$ cat config.mk
export PLATFORM = sky130hd
export DESIGN_NAME = hazard_stall_ctrl
export DESIGN_NICKNAME = d
export VERILOG_FILES = /design/src/rtl/hazard_stall_ctrl.sv
export SDC_FILE = /design/constraint.sdc
export NUM_CORES = 1
export LEC_CHECK = 0
export BUFFER_PORTS_ARGS = -buffer_cell sky130_fd_sc_hd__clkbuf_2
export CAP_MARGIN = 0
export CELL_PAD_IN_SITES_DETAIL_PLACEMENT = 0
export CELL_PAD_IN_SITES_GLOBAL_PLACEMENT = 1
export CORE_MARGIN = 8
export CORE_UTILIZATION = 42
export CTS_CLUSTER_DIAMETER = 200
export DETAILED_ROUTE_END_ITERATION = 6
export PLACE_DENSITY = 0.84
export SLEW_MARGIN = 20
export SYNTH_ARGS = -nofsm -noshare
export SYNTH_HDL_FRONTEND = slang
export SYNTH_SLANG_ARGS = --single-unit
$ cat constraint.sdc
create_clock -name clk -period 2.5 [get_ports clk]
set_input_delay 0.25 -clock clk [delete_from_list [all_inputs] [get_ports clk]]
set_output_delay 0.25 -clock clk [all_outputs]
set_load 0.02 [all_outputs]
$ cat src/rtl/hazard_stall_ctrl.sv
// Pipeline stall/flush sequencer for the 5-stage femtoRV32 core: turns hazard,
// branch and data-memory wait conditions into per-stage load/flush controls.
module hazard_stall_ctrl #(
    parameter int CNT_W        = 16,
    parameter int DRAIN_CYCLES = 3,
    parameter int MEM_TIMEOUT  = 64
) (
    input  logic             clk,
    input  logic             rst_n,
    input  logic             load_use_stall,
    input  logic             branch_taken,
    input  logic             mem_req,
    input  logic             mem_ready,
    input  logic             halt_req,
    input  logic             clr_cnt,
    output logic             pc_write,
    output logic             if_id_write,
    output logic             if_id_flush,
    output logic             id_ex_write,
    output logic             id_ex_flush,
    output logic             ex_mem_write,
    output logic             mem_wb_flush,
    output logic             halted,
    output logic             proto_err,
    output logic [CNT_W-1:0] stall_cnt,
    output logic [CNT_W-1:0] flush_cnt
);

    localparam int DW = $clog2(DRAIN_CYCLES + 1);
    localparam int WW = $clog2(MEM_TIMEOUT + 1);

    typedef enum logic [1:0] {
        RUN      = 2'd0,
        MEM_WAIT = 2'd1,
        DRAIN    = 2'd2,
        HALTED   = 2'd3
    } state_t;

    state_t            state_r;
    state_t            state_nxt_s;
    logic [DW-1:0]     drain_cnt_r;
    logic [WW-1:0]     wait_cnt_r;
    logic              prev_lu_r;
    logic              proto_err_r;
    logic [CNT_W-1:0]  stall_cnt_r;
    logic [CNT_W-1:0]  flush_cnt_r;

    logic              mem_wait_s;
    logic              lu_fire_s;
    logic              br_fire_s;
    logic              drain_adv_s;
    logic              timeout_s;
    logic              dbl_lu_s;
    logic              pc_write_s;
    logic              if_id_write_s;
    logic              if_id_flush_s;
    logic              id_ex_write_s;
    logic              id_ex_flush_s;
    logic              ex_mem_write_s;
    logic              mem_wb_flush_s;

    function automatic logic [CNT_W-1:0] sat_inc(input logic [CNT_W-1:0] v);
        if (v == {CNT_W{1'b1}}) begin
            sat_inc = v;
        end else begin
            sat_inc = v + CNT_W'(1);
        end
    endfunction

    assign mem_wait_s = mem_req & ~mem_ready;

    // Next-state and per-stage controls; a memory wait outranks everything, then branch, load-use, halt
    always_comb begin
        state_nxt_s    = state_r;
        pc_write_s     = 1'b1;
        if_id_write_s  = 1'b1;
        if_id_flush_s  = 1'b0;
        id_ex_write_s  = 1'b1;
        id_ex_flush_s  = 1'b0;
        ex_mem_write_s = 1'b1;
        mem_wb_flush_s = 1'b0;
        lu_fire_s      = 1'b0;
        br_fire_s      = 1'b0;
        drain_adv_s    = 1'b0;
        case (state_r)
            RUN, MEM_WAIT: begin
                if (mem_wait_s) begin
                    pc_write_s     = 1'b0;
                    if_id_write_s  = 1'b0;
                    id_ex_write_s  = 1'b0;
                    ex_mem_write_s = 1'b0;
                    mem_wb_flush_s = 1'b1;
                    state_nxt_s    = MEM_WAIT;
                end else if (branch_taken) begin
                    if_id_flush_s = 1'b1;
                    id_ex_flush_s = 1'b1;
                    br_fire_s     = 1'b1;
                    state_nxt_s   = RUN;
                end else if (load_use_stall) begin
                    pc_write_s    = 1'b0;
                    if_id_write_s = 1'b0;
                    id_ex_flush_s = 1'b1;
                    lu_fire_s     = 1'b1;
                    state_nxt_s   = RUN;
                end else if (halt_req) begin
                    pc_write_s    = 1'b0;
                    if_id_write_s = 1'b0;
                    id_ex_flush_s = 1'b1;
                    state_nxt_s   = DRAIN;
                end else begin
                    state_nxt_s = RUN;
                end
            end
            DRAIN: begin
                if (mem_wait_s) begin
                    pc_write_s     = 1'b0;
                    if_id_write_s  = 1'b0;
                    id_ex_write_s  = 1'b0;
                    ex_mem_write_s = 1'b0;
                    mem_wb_flush_s = 1'b1;
                end else if (branch_taken) begin
                    if_id_flush_s = 1'b1;
                    id_ex_flush_s = 1'b1;
                    br_fire_s     = 1'b1;
                    state_nxt_s   = RUN;
                end else begin
                    pc_write_s    = 1'b0;
                    if_id_write_s = 1'b0;
                    id_ex_flush_s = 1'b1;
                    drain_adv_s   = 1'b1;
                    if (drain_cnt_r == DW'(DRAIN_CYCLES - 1)) begin
                        state_nxt_s = HALTED;
                    end else begin
                        state_nxt_s = DRAIN;
                    end
                end
            end
            HALTED: begin
                pc_write_s    = 1'b0;
                if_id_write_s = 1'b0;
                id_ex_flush_s = 1'b1;
            end
            default: begin
                state_nxt_s = RUN;
            end
        endcase
    end

    assign timeout_s = mem_wait_s && (state_r != HALTED) && (wait_cnt_r == WW'(MEM_TIMEOUT - 1));
    assign dbl_lu_s  = lu_fire_s & prev_lu_r;

    // State, drain/wait counters and the sticky protocol flag
    always_ff @(posedge clk or negedge rst_n) begin
        if (!rst_n) begin
            state_r     <= RUN;
            drain_cnt_r <= '0;
            wait_cnt_r  <= '0;
            prev_lu_r   <= 1'b0;
            proto_err_r <= 1'b0;
        end else begin
            state_r     <= state_nxt_s;
            prev_lu_r   <= lu_fire_s;
            proto_err_r <= proto_err_r | timeout_s | dbl_lu_s;
            if (state_r != DRAIN) begin
                drain_cnt_r <= '0;
            end else if (drain_adv_s) begin
                drain_cnt_r <= drain_cnt_r + DW'(1);
            end else begin
                drain_cnt_r <= drain_cnt_r;
            end
            if (mem_wait_s && (state_r != HALTED)) begin
                if (wait_cnt_r != WW'(MEM_TIMEOUT)) begin
                    wait_cnt_r <= wait_cnt_r + WW'(1);
                end else begin
                    wait_cnt_r <= wait_cnt_r;
                end
            end else begin
                wait_cnt_r <= '0;
            end
        end
    end

    // Saturating statistics; a clear wins over a same-cycle increment
    always_ff @(posedge clk or negedge rst_n) begin
        if (!rst_n) begin
            stall_cnt_r <= '0;
            flush_cnt_r <= '0;
        end else if (clr_cnt) begin
            stall_cnt_r <= '0;
            flush_cnt_r <= '0;
        end else begin
            if (!pc_write_s && (state_r != HALTED)) begin
                stall_cnt_r <= sat_inc(stall_cnt_r);
            end else begin
                stall_cnt_r <= stall_cnt_r;
            end
            if (br_fire_s) begin
                flush_cnt_r <= sat_inc(flush_cnt_r);
            end else begin
                flush_cnt_r <= flush_cnt_r;
            end
        end
    end

    assign pc_write     = pc_write_s & rst_n;
    assign if_id_write  = if_id_write_s;
    assign if_id_flush  = if_id_flush_s;
    assign id_ex_write  = id_ex_write_s;
    assign id_ex_flush  = id_ex_flush_s;
    assign ex_mem_write = ex_mem_write_s;
    assign mem_wb_flush = mem_wb_flush_s;
    assign halted       = (state_r == HALTED);
    assign proto_err    = proto_err_r;
    assign stall_cnt    = stall_cnt_r;
    assign flush_cnt    = flush_cnt_r;

endmodule

After elaboration in Yosys (flattened, before gate mapping)
Cells that the tools add are included.
W data, S select, Z words.
Cells by class
  magnitude comparators: 0
  bitwise gates (word level): 6
  add/sub/neg operators: 4
  eq/ne operators: 14
  multipliers: 0
  reduce and logical (&&, ||, !) cells: 14
  divide/modulo/power cells: 0
  shift-type cells: 0
  multiplexer cells: 42
Operators with widths (number)
  $mux W16: 6
  $add A16 B1 Y16 const B: 2
  $eq A16 B16 Y1 const B: 2
  $mux W1: 23
  $mux W2: 8
  $mux W7: 2
  $ne A2 B2 Y1 const B: 5
  $reduce_bool A2 Y1: 4
  $add A7 B1 Y7 const B: 1
  $eq A7 B6 Y1 const B: 1
  $ne A7 B7 Y1 const B: 1
  $eq A2 B2 Y1 const B: 3
  $pmux W1 S3: 2
  $reduce_and A2 Y1: 3
  $pmux W2 S2: 1
  $and A1 B1 Y1: 3
  $logic_and A1 B1 Y1: 3
  $reduce_or A3 Y1: 1
  $add A2 B1 Y2 const B: 1
  $eq A2 B1 Y1 const B: 1
  $logic_not A2 Y1: 1
  $ne A2 B1 Y1 const B: 1
  $or A1 B1 Y1: 2
  $reduce_or A2 Y1: 1
  2 further kinds: 2
Word-level totals
  latch bits: 0
  ROM bits: 0
  RAM bits: 0
  bits in registers: 45
  word-level logic and storage cells: 87
  memories: 0

Logic depth before layout (Yosys ltp)
  depth in word-level cells: 9
  depth in mapped cells: 7
  mapped depth without buffers: 6

Worst setup path before layout
No wires, ideal clock.
  path kind: reg2reg
  from: register stall_cnt_r[0], in the netlist stall_cnt[0]
  to: register stall_cnt_r[13], in the netlist stall_cnt[13]
  stages on the path, launching flop included: 7
  data required time: 2.373 ns
  period minus slack after synthesis: 2.057 ns
  slack: 0.443 ns
  arrival time: 1.929 ns
  cell sequence: dfrtp_1 ha_1 nand4_1 nor3_2 a2111oi_4 nand4_1 mux2_1
On the way
  word-level cells in the longest chain between the ends: 4
RTL lines
  start: declaration: line 45  | logic [CNT_W-1:0] stall_cnt_r;
  start signal: assignment: line 193  | stall_cnt_r <= sat_inc(stall_cnt_r);
  start signal: assignment: line 195  | stall_cnt_r <= stall_cnt_r;
  $add A16 B1 Y16: line 66  | sat_inc = v + CNT_W'(1);
  $mux W16: line 63  | if (v == {CNT_W{1'b1}}) begin
  $mux W16: line 192  | if (!pc_write_s && (state_r != HALTED)) begin
  $mux W16: line 188  | end else if (clr_cnt) begin
Several ways; a longest one is shown, not always the timed one. The select of a mux whose other input is x is not followed.
A chain may end at the register's enable or synchronous reset.

Worst setup path in the final report
Ends and elaborated chain as after synthesis.

==> impl_metrics.py <==
metrics = {
    "clocking": {
        "ctsResizeCount": 0,
        "cts-root-buf": "clkbuf_8",
        "clk_latency_ns": 0.30,
        "cts_tree": "done",
        "ctsHoldBuffers": 0,
        "post_cts_buffers": 0,
        "clockBufferDepth": 2,
        "clock_sinks": 45,
        "cts_made_buffers": 5,
        "worst_setup_hold_path_clk_slew_ns": 0.09,
        "h-tree-depth": 2,
    },
    "yosys": {
        "syn_area_um2": 2460,
        "yosys-top-cells-area": "dfrtp_1, nor2_1, xnor2_1, xor2_1, nand3_1",
        "post_synth.cell_area_avg_um2": 9.55,
        "ys_ff_latch": 45,
        "synthArstFlopShare_pct": 100,
        "yosysSeqAreaShare_pct": 45.7,
        "yosys_warnings": 0,
        "yosysTopAreaCellShare_pct": 45.7,
        "syn_inst": 258,
        "synth_edf_count": 0,
        "synth_area_leader_cell": "dfrtp_1",
        "ys_types": 49,
        "synthTopCellsByCount": "dfrtp_1, nor2_1, xnor2_1",
        "synth.net_count": 271,
        "synthFlopType": "dfrtp_1",
        "synth.most_common_cell": "dfrtp_1",
    },
    "timing": {
        "finalCritPeriodShare_pct": 84.9,
        "hold_viol": 0,
        "fmax_mhz": 471,
        "maxSlewViolCount": 0,
        "grt_setup_unrepaired": "false",
        "max_slew_margin_pct": 53.2,
        "setup_viol": 0,
        "finalCriticalPeriod_ns": 2.12,
        "skew_ns": 0.00683,
        "final.setup.tns_ns": 0,
        "worstMarginPinSlew_ns": 0.702,
    },
    "floorplanning": {
        "num_rows": 28,
        "die_height_um": 92.6,
        "io_pins": 49,
        "start_util_pct": 42.6,
        "chipWidth_um": 92.6,
        "core_area_um2": 5780,
        "dieArea_um2": 8580,
    },
    "detailed_routing": {
        "drtIter0Drc": 77,
        "viasPerCell": 5.22,
        "wl_um": 5410,
        "drtAntennaViolNets": 0,
        "via_count": 1995,
        "drc": 0,
        "first_pass_iters": 4,
        "wl_per_cell_um": 14.2,
    },
    "layout": {
        "final_area_um2": 2850,
        "fill_cells": 599,
        "diodes": 0,
        "multi_input_area_um2": 1230,
        "syn_to_final_growth_pct": 15.8,
        "fin_nets": 319,
        "regArea_um2": 1130,
        "drive_above_1_share_pct": 22.5,
    },
    "critical_path": {
        "rrSetupSlack_ns": 0.38,
        "cp_data_required_time_ns": 2.69,
        "worstSetupPathType": "reg -> reg",
        "startpoint": "stall_cnt[0]$_DFFE_PN0P_",
        "timing.rr.end": "stall_cnt[13]$_DFFE_PN0P_",
        "crit_arrival_ns": 2.31,
        "r2r_cells": 6,
        "critPathMaxStageDelay_ns": 0.57,
        "end_kind": "flop",
        "path_common_cell": "nand4_1",
        "r2r-start": "stall_cnt[0]$_DFFE_PN0P_",
        "start_kind": "flop",
        "cp_max_fo": 8,
        "slowest_stage": "a2111oi_4",
        "path_cells": "ha_1, nand4_1, nor3_2, a2111oi_4, nand4_1, mux2_1",
    },
    "worst_hold_path": {
        "hold_class": "in -> async",
    },
    "placement": {
        "gp_congestion": 0.787,
        "io_buffer_count": 48,
        "hpwlAfterDp_um": 4030,
        "place_area_um2": 2770,
    },
    "power_and_ir_drop": {
        "internal-power_uw": 1130,
        "switching_share_pct": 33.8,
        "ir_drop_uv": 319,
        "pwr-share-comb_pct": 24.8,
        "p_sw_uw": 579,
        "leakagePower_uw": 0.00129,
        "power.share.clock_pct": 25.4,
        "power_frac_seq_pct": 49.8,
        "power.density_nw_per_um2": 600,
    },
    "status": {
        "status": "complete, no violations",
    },
    "flow_run": {
        "drv_cap": 0,
    },
    "global_routing": {
        "gr-total-overflow": 0,
        "grt_usage_pct": 13.3,
        "grt_max_degree": 46,
        "grt_pass1_wl_um": 9420,
        "grt_pass1_vias": 1951,
        "antenna_found_initial": 0,
    },
}
## worst max path at each step
stage                                      to  slack (ns)  depth (start not counted)
detailed placement  stall_cnt[13]$_DFFE_PN0P_        0.38                          6
global placement    stall_cnt[13]$_DFFE_PN0P_        0.45                          6
finish              stall_cnt[13]$_DFFE_PN0P_        0.38                          6
global route        stall_cnt[13]$_DFFE_PN0P_        0.21                          6
floorplan           stall_cnt[13]$_DFFE_PN0P_        0.44                          6
CTS                 stall_cnt[13]$_DFFE_PN0P_        0.37                          6
## through the flow
step / hold slack, ns / utilization, % / instances / power, uW / setup slack [ns]
2_1_floorplan: -0.0456 / - / 258 / 1160 / 0.443
3_3_place_gp: 0.422 / 47.9 / 374 / 1290 / 0.450
3_5_place_dp: 0.420 / 47.9 / 374 / 1300 / 0.381
4_1_cts: 0.0968 / 49.4 / 382 / 1740 / 0.373
5_1_grt: 0.123 / 49.4 / 382 / 1820 / 0.214
6_report: 0.0605 / 49.4 / 382 / 1710 / 0.377
## power by group through the flow
stage | Sequential, uW | Combinational [uW] | Clock [uW]
2_1_floorplan | 875 | 281 | 0
3_3_place_gp | 865 | 427 | 0
3_5_place_dp | 869 | 434 | 0
4_1_cts | 854 | 435 | 456
5_1_grt | 866 | 473 | 478
6_report | 853 | 425 | 436
## routing by layer
layer / wire length (um) / global-route usage, %
met1: 2510 / 17.1
met2: 2610 / 21.3
met3: 214 / 2.91
met4: 75 / 4.83
met5: 0 / 0
## cell families after synthesis
family / count (synthesis) / synth area share [%]
adders and majority gates: 5 / 2.54
muxes: 4 / 1.73
AOI/OAI and AO/OA: 47 / 14.4
and+or+nand+nor: 107 / 22.1
buffers and inverters: 24 / 4.32
xor gates and xnor gates: 26 / 9.24
DFF: 45 / 45.7
## worst max-delay path: cells and delay by family (launching register included)
family	cells	cell delay, ns
and+or+nand+nor	3	0.42
DFF	1	0.43
muxes	1	0.33
AOI/OAI and AO/OA	1	0.57
adders and majority gates	1	0.26
## flip-flops by register name (all words and copies together) (netlist names)
signal,cells
flush_cnt,16
stall_cnt,16
wait_cnt_r,7
drain_cnt_r,2
state_r,2
prev_lu_r,1
proto_err,1
## cell type report
type / count / share of cell area (%)
Sequential cell: 45 / 39.5
Inverter: 13 / 1.71
Clock buffer: 6 / 2.54
Tap cell: 75 / 3.29
Multi-Input combinational cell: 189 / 43.2
Timing Repair Buffer: 52 / 9.47
Clock inverter: 2 / 0.351
## cell usage in the layout, fill, tap and decap left out, drive strengths merged, types with 8 or more instances in the layout
| master | n |
|---|---|
| xnor2 | 17 |
| nand2 | 11 |
| nand3 | 15 |
| clkbuf | 54 |
| a21oi | 14 |
| nor2 | 41 |
| inv | 13 |
| xor2 | 9 |
| dfrtp | 45 |
| a211oi | 8 |
No activity file was read; power rests on OpenSTA's default activity.
